--- config.mk ---
export PLATFORM = sky130hd
export DESIGN_NAME = main_mem_arbiter
export DESIGN_NICKNAME = d
export VERILOG_FILES = /design/src/rtl/main_mem_arbiter.sv
export SDC_FILE = /design/constraint.sdc
export NUM_CORES = 1
export LEC_CHECK = 0
export ABC_AREA = 1
export CAP_MARGIN = 20
export CORE_MARGIN = 4
export CORE_UTILIZATION = 39
export CTS_CLUSTER_DIAMETER = 120
export DETAILED_ROUTE_END_ITERATION = 8
export PLACE_DENSITY = 0.88
export SLEW_MARGIN = 20
export SYNTH_ARGS = -nofsm -noshare
export SYNTH_HDL_FRONTEND = slang
export SYNTH_SLANG_ARGS = --single-unit
export TNS_END_PERCENT = 20
--- constraint.sdc ---
create_clock -name i_clk -period 2.9 [get_ports i_clk]
set_input_delay 0.58 -clock i_clk [delete_from_list [all_inputs] [get_ports i_clk]]
set_output_delay 0.58 -clock i_clk [all_outputs]
set_load 0.05 [all_outputs]
--- src/rtl/main_mem_arbiter.sv ---
// main_mem_arbiter
// Shares the single-port main data memory between two requesters and returns
// registered read data one cycle after the grant.
//
// Ports
//   i_clk, i_rst          single clock; synchronous active-high reset
//   i_p0_req/i_p0_addr    port 0 (instruction/debug side), read only
//   o_p0_gnt              combinational grant, request consumed this cycle
//   o_p0_rvalid/rdata     registered read response, valid for one cycle
//   i_p1_req/addr/wr_en/wr_val/wr_type
//                         port 1 (load/store unit), loads and stores
//   o_p1_gnt              combinational grant
//   o_p1_rvalid/rdata     registered load response (stores give none)
//   o_mem_addr/wr_en/wr_val/wr_type  drive main_mem from the winning port
//   i_mem_val             main_mem combinational read data
//
// Access type encoding: 2'd0 byte, 2'd1 half, 2'd2 word.
//
// Configuration macro RR_ARB_EN:
//   undefined  port 1 has priority, with port 0 forced through after
//              STARVE_LIMIT consecutive denied cycles
//   defined    round-robin between the two ports; the starvation counter
//              is not built

module main_mem_arbiter #(
  parameter int STARVE_LIMIT = 4,
  parameter int CNT_W        = 4,
  parameter int DATA_W       = 32
) (
  input  logic              i_clk,
  input  logic              i_rst,
  input  logic              i_p0_req,
  input  logic [DATA_W-1:0] i_p0_addr,
  output logic              o_p0_gnt,
  output logic              o_p0_rvalid,
  output logic [DATA_W-1:0] o_p0_rdata,
  input  logic              i_p1_req,
  input  logic [DATA_W-1:0] i_p1_addr,
  input  logic              i_p1_wr_en,
  input  logic [DATA_W-1:0] i_p1_wr_val,
  input  logic [1:0]        i_p1_wr_type,
  output logic              o_p1_gnt,
  output logic              o_p1_rvalid,
  output logic [DATA_W-1:0] o_p1_rdata,
  output logic [DATA_W-1:0] o_mem_addr,
  output logic              o_mem_wr_en,
  output logic [DATA_W-1:0] o_mem_wr_val,
  output logic [1:0]        o_mem_wr_type,
  input  logic [DATA_W-1:0] i_mem_val
);

  localparam logic [1:0] L_S_WORD = 2'd2;

  logic              w_p0Gnt;
  logic              w_p1Gnt;
  logic              r_p0Rvalid;
  logic              r_p1Rvalid;
  logic [DATA_W-1:0] r_p0Rdata;
  logic [DATA_W-1:0] r_p1Rdata;

`ifdef RR_ARB_EN
  typedef enum logic {PORT0 = 1'b0, PORT1 = 1'b1} port_e;
  port_e r_rrLast;

  // Remember who was granted last so a contended cycle goes to the other port.
  always_ff @(posedge i_clk) begin
    if (i_rst) begin
      r_rrLast <= PORT1;
    end else if (w_p0Gnt) begin
      r_rrLast <= PORT0;
    end else if (w_p1Gnt) begin
      r_rrLast <= PORT1;
    end
  end
`else
  logic [CNT_W-1:0] r_starveCnt;

  // Count consecutive cycles port 0 has been waiting; saturates at the limit,
  // and any grant or dropped request starts the count again.
  always_ff @(posedge i_clk) begin
    if (i_rst) begin
      r_starveCnt <= '0;
    end else if (i_p0_req && !w_p0Gnt) begin
      if (r_starveCnt != CNT_W'(STARVE_LIMIT)) begin
        r_starveCnt <= r_starveCnt + 1'b1;
      end
    end else begin
      r_starveCnt <= '0;
    end
  end
`endif

  // Pick at most one winner per cycle; nothing is granted while in reset.
  always_comb begin
    w_p0Gnt = 1'b0;
    w_p1Gnt = 1'b0;
    if (!i_rst) begin
      if (i_p0_req && i_p1_req) begin
`ifdef RR_ARB_EN
        if (r_rrLast == PORT1) begin
          w_p0Gnt = 1'b1;
        end else begin
          w_p1Gnt = 1'b1;
        end
`else
        if (r_starveCnt == CNT_W'(STARVE_LIMIT)) begin
          w_p0Gnt = 1'b1;
        end else begin
          w_p1Gnt = 1'b1;
        end
`endif
      end else begin
        w_p0Gnt = i_p0_req;
        w_p1Gnt = i_p1_req;
      end
    end
  end

  // Steer the memory from the winner; an idle memory sees address 0 and no write.
  always_comb begin
    o_mem_addr    = '0;
    o_mem_wr_en   = 1'b0;
    o_mem_wr_val  = '0;
    o_mem_wr_type = L_S_WORD;
    if (w_p1Gnt) begin
      o_mem_addr    = i_p1_addr;
      o_mem_wr_en   = i_p1_wr_en;
      o_mem_wr_val  = i_p1_wr_val;
      o_mem_wr_type = i_p1_wr_type;
    end else if (w_p0Gnt) begin
      o_mem_addr    = i_p0_addr;
    end
  end

  // Capture read data for granted reads; rdata holds between responses.
  always_ff @(posedge i_clk) begin
    if (i_rst) begin
      r_p0Rvalid <= 1'b0;
      r_p1Rvalid <= 1'b0;
      r_p0Rdata  <= '0;
      r_p1Rdata  <= '0;
    end else begin
      r_p0Rvalid <= w_p0Gnt;
      r_p1Rvalid <= w_p1Gnt && !i_p1_wr_en;
      if (w_p0Gnt) begin
        r_p0Rdata <= i_mem_val;
      end
      if (w_p1Gnt && !i_p1_wr_en) begin
        r_p1Rdata <= i_mem_val;
      end
    end
  end

  // A response already in flight when reset rises is suppressed immediately.
  assign o_p0_rvalid = r_p0Rvalid && !i_rst;
  assign o_p1_rvalid = r_p1Rvalid && !i_rst;
  assign o_p0_rdata  = r_p0Rdata;
  assign o_p1_rdata  = r_p1Rdata;
  assign o_p0_gnt    = w_p0Gnt;
  assign o_p1_gnt    = w_p1Gnt;

endmodule

==> reports/results.tsv, run 1 <==
metric	value	unit
start_util	0.4005	
root_buffer	clkbuf_8	
required	2.32	ns
p_leak	0.003549	uW
r2r_setup_slack	0.81	ns
status	finished clean	
wl_met1	5432	um
cts_hold_buf	0	
grt_remaining_overflow	0	
endpoint_kind	primary output	
dr_wl_met2	8093	um
grt_pass1_wl	23040	um
rows	36	
critical_path.startpoint_type	input port	
period_share	0.9233	
n_fill_cell	662	
worst_pin_slew	0.9340	ns
core_area	9774	um^2
timing.final.ws_setup	0.2225	ns
finalSetupTns	0	ns
cts_buffer_depth	2	
antenna_found_initial	0	
grt.total_usage	0.2540	
cp_max_fo	33	
routedWlPerCell	15.98	um
vias	4540	
syn2layout_area_growth	94.28	%
cts_buffers	9	
drtIter0Drc	225	
final_nets	988	
fin_util	0.7782	
arrival	2.10	ns
yosysUniqueCellTypes	23	
die_y	108.2	um
port_buffers	269	
synth_cells	591	
cts_sinks	70	
ios	270	
min_path_type	reg -> reg	
met3WireLength	1526	um
dp_slack	0.2012	ns
yosysSeqAreaShare	0.3579	
via_per_inst	4.590	
wirelength	15810	um
cap_violations	0	
ys.flop_type	dfxtp_1	
period_minus_slack	2.678	ns
ant_nets	0	
dp.cells	973	
grt_max_degree	66	
routed.top_layer	met4	
max_clock_freq	373.5	MHz
setup_viol	0	
yosysTopAreaCell	dfxtp_1	
post_cts_buffers	0	
hold_viol	0	
dieArea	11710	um^2
ys_ff_latch	70	
relSlewSlack	0.3774	
skew	0.008599	ns
maxSlewViolCount	0	
syn-num-nets	728	
synthTopCellsByArea	dfxtp_1, nand2_1, inv_1, nand3_2, nor2_1	
cts_max_level	3	
grt_pass1_vias	4483	
die_x	108.2	um
hpwl	12420	um
post-route-drc-count	0	
drt_pass1_iterations	5	
ir_worst_vdd	0.3758	mV
cts.repair.resized	0	
crit_type	in -> out	
clock_latency	0.33	ns
ys_async_sr_fraction	0	
synth_edf_count	0	
power-per-cell-area	404.5	nW/um^2
gp_routability_congestion	0.8172	
ys_warn_count	0	
rsz0062_at_grt	false	
diodes	0	
cts_tree	built	
syn_area	3915	um^2
path_clk_slew	0.07	ns
drive_above_1_share	0.1881	
instances_no_fill	989	
yosysTopAreaCellShare	0.3579	
avgSynthCellArea	6.624	um^2
-- final cells by class --
type / instances / area (um^2) / area share
clock buffer: 9 / 123.9 / 0.01629
clock inverter: 7 / 112.6 / 0.01481
inverter: 142 / 533.0 / 0.07008
multi-input combinational: 345 / 1760 / 0.2315
sequential: 70 / 1401 / 0.1842
tap: 133 / 166.4 / 0.02188
timing repair buffer: 283 / 3508 / 0.4613
-- sequential cells by signal, summed over array words and instances (netlist names) --
register	count
r_p1Rvalid	1
r_starveCnt	4
r_p0Rvalid	1
o_p0_rdata	32
o_p1_rdata	32
-- final timing paths --
kind                   from              to  depth (start not counted)
max                i_p0_req  o_mem_addr[15]                          9
min reg2reg  o_p0_rdata[27]  o_p0_rdata[27]                          2
min          o_p0_rdata[27]  o_p0_rdata[27]                          2
max reg2reg  r_starveCnt[0]   o_p0_rdata[6]                          8
-- kinds of logic after synthesis --
| family | synth area share |
|---|---|
| buffers and inverters | 0.1937 |
| AO/OA/AOI/OAI | 0.06423 |
| flip-flops | 0.3579 |
| XOR/XNOR | 0.004475 |
| AND/OR/NAND/NOR | 0.3733 |
| adder cells (fa/ha/maj) | 0.006391 |
-- through the flow --
stage	total power (uW)	hold slack, ns	area (um^2)
global route	3193	0.4862	7606
finish	3076	0.4706	7606
floorplan	1613	0.4297	3915
detailed placement	2170	0.4641	7370
global placement	2153	0.4433	7370
CTS	3102	0.4741	7606
-- layout by cell type (no fill, tap or decap) --
master,Yosys,layout
nand3_2,29,29
nor2_1,72,72
nand2_4,0,1
xor2_1,1,1
inv_2,3,3
xnor2_1,1,1
bufinv_16,0,3
nand2_1,162,162
ha_1,2,2
inv_1,138,138
clkinv_1,1,1
clkinvlp_4,0,1
or2_2,1,1
clkbuf_8,0,9
nor2_4,1,1
nand4_4,1,1
clkinv_2,0,3
a21oi_1,1,1
nand4_1,33,33
buf_4,3,14
buf_12,0,71
nand3_1,7,7
dfxtp_1,70,70
o21ai_1,9,9
o21ai_2,23,23
clkdlybuf4s50_1,0,198
nand2_2,2,1
-- cell usage after synthesis (2+ instances only) --
master / number
buf_2: 15
buf_4: 3
buf_6: 9
clkbuf_1: 7
dfxtp_1: 70
ha_1: 2
inv_1: 138
inv_2: 3
nand2_1: 162
nand2_2: 2
nand3_1: 7
nand3_2: 29
nand4_1: 33
nor2_1: 72
o21ai_1: 9
o21ai_2: 23
-- layer usage --
metal,up-vias,track usage
li1,2268,-
met1,2020,0.2507
met2,205,0.4685
met3,47,0.09075
met4,0,0.1244
met5,-,0
-- report_power, final --
group / internal, uW / total, uW / switching [uW]
registers: 1010 / 1040 / 28.2
clock network: 567 / 928 / 362
logic: 491 / 1110 / 618
-- critical path: stages --
cell,delay [ns]
clkdlybuf4s50_1,0.54
inv_1,0.06
nor2_1,0.22
nand2_4,0.08
inv_2,0.07
buf_12,0.19
nand2_1,0.07
nand2_1,0.12
buf_12,0.15
Note: power is estimated with default switching activity, not from simulation.
==> inputs of run 2 (changes only) <==
Settings changed: CTS_CLUSTER_SIZE set to 16.
==> results of run 2 <==
The final DEF is identical to that of run 1; final timing and power are the same.
==> inputs of run 3 (changes only) <==
Settings changed: CELL_PAD_IN_SITES_DETAIL_PLACEMENT set to 0, CELL_PAD_IN_SITES_GLOBAL_PLACEMENT set to 2, CORE_UTILIZATION 39 to 18, PLACE_DENSITY 0.88 to not set, PLACE_DENSITY_LB_ADDON set to 0.1.
==> run 3 against run 2 <==
  * Global-route usage shrank 13 points
  * Setup slack lost 0.016 ns
  * Largest power group unchanged
  * Combinational power is essentially flat
  * Clock power grew 15%
  * Largest cell class unchanged
  * Sequential power is essentially flat
  * Hold slack lost 0.0010 ns
  * Clock skew shrank 0.0016 ns
  * Cell count grew 14%
==> reports/results.tsv, run 3 (synthesis gave the netlist of run 1 again) <==
metric	value	unit	change
arrival	2.11	ns	about the same
dieArea	24170	um^2	+110%
die_y	155.5	um	+44%
clock_latency	0.34	ns	about the same
drt_pass1_iterations	4		-1
drtIter0Drc	160		-29%
ios	270		unchanged
cts_hold_buf	0		unchanged
layout_common_cells	clkdlybuf4s50_1, nand2_1, inv_1, buf_12, nor2_1		
gp_routability_congestion	0.8265		+1.1%
cts_buffers	9		unchanged
wirelength	16130	um	+2.0%
vias	4308		-5.1%
hpwl	12270	um	-1.2%
post-route-drc-count	0		unchanged
p_leak	0.003552	uW	+0.11%
instances_no_fill	1129		+14%
n_fill_cell	2234		+240%
required	2.32	ns	about the same
maxSlewViolCount	0		unchanged
path_clk_slew	0.06	ns	about the same
status	finished clean		
ir_worst_vdd	0.2479	mV	-34%
min_path_type	reg -> reg		
routedWlPerCell	14.29	um	-11%
port_buffers	269		unchanged
setup_viol	0		unchanged
worst_pin_slew	0.9384	ns	+0.004447 ns
grt_remaining_overflow	0		unchanged
grt_max_degree	66		unchanged
cts_max_level	3		unchanged
via_per_inst	3.816		-17%
core_area	21220	um^2	+120%
period_minus_slack	2.694	ns	+0.01606 ns
layout_commonest_cell	clkdlybuf4s50_1		
finalSetupTns	0	ns	unchanged
multi_input_area	1760	um^2	unchanged
critical_path.startpoint_type	input port		
power-per-cell-area	409.1	nW/um^2	+1.1%
register_area	1401	um^2	unchanged
grt.total_usage	0.1287		-0.1253
cts_tree	built		
cap_violations	0		unchanged
post_cts_buffers	0		unchanged
ant_nets	0		unchanged
cts_buffer_depth	2		unchanged
max_clock_freq	371.3	MHz	-0.60%
final_nets	985		-0.30%
endpoint_kind	primary output		
rows	53		+47%
die_x	155.5	um	+44%
cts_sinks	70		unchanged
hold_viol	0		unchanged
grt_pass1_wl	24500	um	+6.3%
cts.repair.resized	0		unchanged
period_share	0.9288		+0.005537
start_util	0.1845		-0.2160
cp_max_fo	33		unchanged
crit_type	in -> out		
antenna_found_initial	1		+1
syn2layout_area_growth	100.2	%	
drive_above_1_share	0.1852		-0.002856
grt_pass1_vias	4250		-5.2%
dp.cells	1112		+14%
relSlewSlack	0.3744		-0.002965
rsz0062_at_grt	false		
skew	0.007007	ns	-0.001592 ns
root_buffer	clkbuf_16		
==> run 3: per-stage QoR <==
| step | total power, uW | area, um^2 | util | setup WS (ns) | hold slack [ns] |
|---|---|---|---|---|---|
| CTS | 3273 | 7834 | 0.3692 | 0.1556 | 0.4753 |
| finish | 3206 | 7836 | 0.3693 | 0.2064 | 0.4696 |
| global route | 3354 | 7834 | 0.3692 | 0.06265 | 0.4851 |
| floorplan | 1613 | 3915 | - | 0.6054 | 0.4297 |
| detailed placement | 2168 | 7550 | 0.3558 | 0.1675 | 0.4639 |
| global placement | 2165 | 7550 | 0.3558 | 0.2251 | 0.4440 |
==> run 3: worst paths after layout <==
check                  from        endpoint  slack, ns  cells past startpoint
max                   i_rst  o_mem_addr[26]       0.21                      8
min          o_p0_rdata[26]  o_p0_rdata[26]       0.47                      2
max reg2reg  r_starveCnt[1]   o_p0_rdata[6]       0.83                      8
min reg2reg  o_p0_rdata[26]  o_p0_rdata[26]       0.47                      2
==> run 3: per-layer routing <==
layer	GRT usage	vias up	routed length, um
met2	0.2264	142	8194
met1	0.1470	1881	6435
met4	0.03293	2	121
met3	0.04812	10	1362
met5	0	-	19
li1	-	2273	-
==> run 3: power breakdown <==
part           internal [uW]  switching (uW)
Clock                    607             465
Combinational            490             604
Sequential              1010            28.9
==> run 3: area by class of cell <==
type / count / share of cell area
Multi-Input combinational cell: 345 / 0.2247
Inverter: 142 / 0.06802
Antenna cell: 1 / 0.0003193
Clock buffer: 10 / 0.03050
Clock inverter: 6 / 0.005748
Timing Repair Buffer: 280 / 0.4480
Tap cell: 275 / 0.04391
Sequential cell: 70 / 0.1788
==> run 3: worst max-delay path, stage by stage <==
cell and delay (ns):
clkdlybuf4s50_1 0.53, nor2_4 0.17, nand2_2 0.16, inv_2 0.11, buf_12 0.19, nand2_1 0.07
nand2_1 0.14, buf_12 0.15
